**config.mk**
```make
export PLATFORM = sky130hd
export DESIGN_NAME = base_address_wr
export DESIGN_NICKNAME = d
export VERILOG_FILES = /design/src/rtl/base_address_wr.sv
export SDC_FILE = /design/constraint.sdc
export NUM_CORES = 1
export LEC_CHECK = 0
export CAP_MARGIN = 20
export CORE_UTILIZATION = 38
export CTS_BUF_LIST = sky130_fd_sc_hd__clkbuf_8 sky130_fd_sc_hd__clkbuf_16
export CTS_CLUSTER_DIAMETER = 200
export DETAILED_ROUTE_END_ITERATION = 16
export MAX_ROUTING_LAYER = met4
export PLACE_DENSITY = 0.95
export SLEW_MARGIN = 25
export SYNTH_ARGS = -nofsm -noshare
export SYNTH_HDL_FRONTEND = slang
export SYNTH_SLANG_ARGS = --single-unit
export TNS_END_PERCENT = 1
```
**constraint.sdc**
```tcl
create_clock -name clk -period 2.7 [get_ports clk]
set_clock_uncertainty 0.05 [all_clocks]
set_input_delay 0.81 -clock clk [delete_from_list [all_inputs] [get_ports clk]]
set_output_delay 0.81 -clock clk [all_outputs]
set_load 0.005 [all_outputs]
```
**src/rtl/base_address_wr.sv**
```systemverilog
// Writer end of the PS<->PL BRAM mailbox: streams NUM_WORDS payload words into a BRAM port
// at consecutive byte addresses, then writes a completion flag word for the PS to poll.
module base_address_wr #(
    parameter logic [31:0] START_ADDR = 32'h4580_0000,
    parameter int          NUM_WORDS  = 16,
    parameter logic [31:0] FLAG_VALUE = 32'h0000_0001
) (
    input  logic        clk,
    input  logic        rst_n,
    output logic        ram_clk,
    output logic        ram_rst,
    output logic [31:0] ram_addr,
    output logic        ram_en,
    output logic [3:0]  ram_we,
    output logic [31:0] ram_wd_data,
    input  logic [31:0] ram_rd_data,
    input  logic        start,
    input  logic [31:0] wr_data,
    input  logic        wr_valid,
    output logic        wr_ready,
    output logic        busy,
    output logic        Transfer_Done
);

    localparam int            CW        = $clog2(NUM_WORDS + 1);
    localparam logic [CW-1:0] LAST_IDX  = CW'(NUM_WORDS - 1);
    localparam logic [31:0]   FLAG_ADDR = START_ADDR + (32'(NUM_WORDS) << 2);

    typedef enum logic [2:0] {
        IDLE,
        WRITE,
        FLAG,
        COMMIT,
        DONE
    } state_t;

    state_t        state_reg, state_next;
    logic [CW-1:0] cnt_reg, cnt_next;
    logic [31:0]   addr_reg, addr_next;
    logic [31:0]   data_reg, data_next;
    logic          en_reg, en_next;
    logic [3:0]    we_reg, we_next;
    logic          accept;

    // The read port exists only so the BRAM port bundle is complete.
    logic unused_rd;
    assign unused_rd = ^ram_rd_data;

    assign accept = wr_valid && (state_reg == WRITE);

    always_comb begin
        state_next = state_reg;
        cnt_next   = cnt_reg;
        addr_next  = addr_reg;
        data_next  = data_reg;
        en_next    = 1'b0;
        we_next    = 4'h0;
        case (state_reg)
            IDLE, DONE: begin
                if (start) begin
                    state_next = WRITE;
                    cnt_next   = '0;
                end
            end
            WRITE: begin
                if (accept) begin
                    cnt_next  = cnt_reg + CW'(1);
                    en_next   = 1'b1;
                    we_next   = 4'hF;
                    addr_next = START_ADDR + (32'(cnt_reg) << 2);
                    data_next = wr_data;
                    if (cnt_reg == LAST_IDX) begin
                        state_next = FLAG;
                    end
                end
            end
            FLAG: begin
                state_next = COMMIT;
                en_next    = 1'b1;
                we_next    = 4'hF;
                addr_next  = FLAG_ADDR;
                data_next  = FLAG_VALUE;
            end
            COMMIT: begin
                state_next = DONE;
            end
            default: begin
                state_next = IDLE;
            end
        endcase
    end

    always_ff @(posedge clk or negedge rst_n) begin
        if (!rst_n) begin
            state_reg <= IDLE;
            cnt_reg   <= '0;
            addr_reg  <= '0;
            data_reg  <= '0;
            en_reg    <= 1'b0;
            we_reg    <= 4'h0;
        end else begin
            state_reg <= state_next;
            cnt_reg   <= cnt_next;
            addr_reg  <= addr_next;
            data_reg  <= data_next;
            en_reg    <= en_next;
            we_reg    <= we_next;
        end
    end

    assign ram_clk       = clk;
    assign ram_rst       = 1'b0;
    assign ram_addr      = addr_reg;
    assign ram_en        = en_reg;
    assign ram_we        = we_reg;
    assign ram_wd_data   = data_reg;
    assign wr_ready      = (state_reg == WRITE);
    assign busy          = (state_reg == WRITE) || (state_reg == FLAG) || (state_reg == COMMIT);
    assign Transfer_Done = (state_reg == DONE);

endmodule

```
==> results_dict.tcl <==
set metrics [dict create \
    status "completed" \
    ant_nets 0 \
    die_x_um 75.84 \
    netlist_area_um2 2072 \
    hpwl_um 3185 \
    netlist_instances 168 \
    clk_pin_slew_ns 0.09 \
    cp_data_arrival_time_ns 1.77 \
    min_path_type "in2async" \
    place_congestion 0.7131 \
    drtPass1Iterations 4 \
    antenna_found_initial 0 \
    avgSynthCellArea_um2 12.33 \
    largest_reg_flops 32 \
    synth-edff-count 0 \
    core_area_um2 5172 \
    die_h_um 75.84 \
    io_pins 142 \
    path_class "clk2out" \
    grt_max_degree 31 \
    cp-end-kind "output pin" \
    worstPathRequired_ns 1.84 \
    grt_pass1_wl_um 6596 \
    ys_warn_count 0 \
    synthTopCellsByCount "47 x dfrtp_1, 35 x a22o_1, 33 x buf_4, 5 x buf_6, 5 x nand2_1" \
    diodes 0 \
    die_area_um2 5752 \
    max_stage_delay_ns 0.20 \
    avgRoutedWirePerCell_um 13.66 \
    worst-path-buf-inv 3 \
    cp_slowest_cell "clkdlybuf4s15_1" \
    rows 26 \
    layout-drive-gt1-share_pct 7.229 \
    wl_um 4357 \
    ys_seq_area_share_pct 56.76 \
    grt_setup_unrepaired "no" \
    cp_common_cell "clkbuf_8" \
    cts_hold_buf 0 \
    maxCapViolations 0 \
    vias 1519 \
    insertion_delay_ns 0.40 \
    port_buffers 85 \
    avgViaCountPerCell 4.762 \
    setup_viol 0 \
    final_cell_count_no_fill 319 \
    crit_family "buffers and inverters" \
    yosysTopAreaCell "dfrtp_1" \
    start_util_pct 40.06 \
    syn_to_final_growth_pct 44.20 \
    synth_flop_cell "dfrtp_1" \
    grt_pass1_vias 1467 \
    finalMaxSlewViolations 0 \
    peakVddDrop_uv 500.2 \
    async_reset_ff_share_pct 100.0 \
    drtIter0Drc 71 \
    crit_fanout 2 \
    synth_cell_types 28 \
    globalRouteTotalUtil_pct 16.27 \
    final.setup.tns_ns 0 \
    synth.most_common_cell "dfrtp_1" \
    hold_violations 0 \
    nets 318 \
    cts.repair.resized 1 \
    dp_cells 308 \
    worst_slew_pin_slew_ns 0.5817 \
    post-cts-setup-buffers 0 \
    p_per_area_nw_per_um2 1003 \
    p_leak_uw 0.001348 \
    path_cells "clkbuf_8 > clkbuf_8 > clkdlybuf4s15_1" \
    nFillCells 430 \
    tritoncts "done" \
    synth_top_area_share_pct 56.76 \
    synth_area_leaders "dfrtp_1 57%, a22o_1 15%, buf_4 12%" \
    drc_errors 0 \
    gr-total-overflow 0 \
    worst_setup_path_start_kind "clock port" \
    relSlewSlack_pct 61.22 \
    ys_seq_elements 47 \
]
-- cells in the final DEF, fill, tap and decap left out, drive strengths merged, types with 2 or more instances in the layout --
master and count:
a21oi 4, nand2b 4, nor2 3, nand2 5, buf 6, a22o 35, nand3b 3, a31oi 2
conb 24, clkdlybuf4s50 83, dfrtp 47, o21ai 2, o22ai 2, clkbuf 9, inv 4, ha 2
-- worst paths after layout --
kind / start / end / slack, ns / cells after the start
max in group asynchronous: rst_n / ram_wd_data[17] / 1.57 / 2
worst max register to register: state_reg[0] / cnt_reg[3] / 1.15 / 4
worst min register to register: ram_wd_data[20] / ram_wd_data[20] / 0.46 / 1
min in group clk: ram_wd_data[20] / ram_wd_data[20] / 0.46 / 1
worst min-delay path: rst_n / ram_wd_data[0] / 0.35 / 1
worst max-delay path: clk / ram_clk / 0.07 / 3
-- worst register-to-register path, cell delays in order, from the launching register on --
cell	delay [ns]
dfrtp_1	0.49
nor4bb_4	0.41
buf_12	0.23
a41oi_1	0.14
a31oi_1	0.16
-- power by group --
part	switching, uW	internal [uW]
clock network	249	411
logic	382	771
registers	197	986
total	828	2170
-- cells by family (layout without fill, tap and decap cells) --
kind of cell    Yosys count  count (layout)  synth area share [%]
compound gates           50              50                 19.44
buf+inv                  47             105                 16.55
simple gates             21              21                 5.858
fa+ha+maj                 2               2                 1.208
other cells               1              24                0.1810
flops                    47              47                 56.76
-- layer usage --
| layer | up-vias | routed length (um) | global-route usage (%) |
|---|---|---|---|
| li1 | 709 | - | - |
| met1 | 727 | 1677 | 16.40 |
| met2 | 77 | 2352 | 28.22 |
| met3 | 6 | 279 | 5.291 |
| met4 | 0 | 48 | 8.025 |
| met5 | - | 0 | - |
-- cell type report --
| type | instances | area, um2 | share of cell area (%) |
|---|---|---|---|
| clock buffers | 10 | 133.9 | 4.481 |
| multi-input cells | 97 | 654.4 | 21.90 |
| flip-flops and latches | 47 | 1176 | 39.36 |
| inverters | 4 | 15.01 | 0.5025 |
| clock inverters | 2 | 35.03 | 1.173 |
| well taps | 70 | 87.58 | 2.931 |
| repair buffers | 89 | 885.9 | 29.65 |
-- stage by stage --
step | power (uW) | utilization [%] | cell area [um2] | setup slack (ns) | hold slack (ns)
finish | 2996 | 57.76 | 2988 | 0.07195 | 0.3498
global route | 3209 | 57.76 | 2988 | 0.02268 | 0.3869
CTS | 3029 | 57.74 | 2987 | 0.005214 | 0.3649
detailed placement | 2391 | 54.69 | 2829 | 0.07639 | 0.4419
global placement | 2342 | 54.69 | 2829 | 0.07639 | 0.4369
floorplan | 1714 | - | 2158 | 0.3793 | 0.4170
No activity file was read; power rests on OpenSTA's default activity.
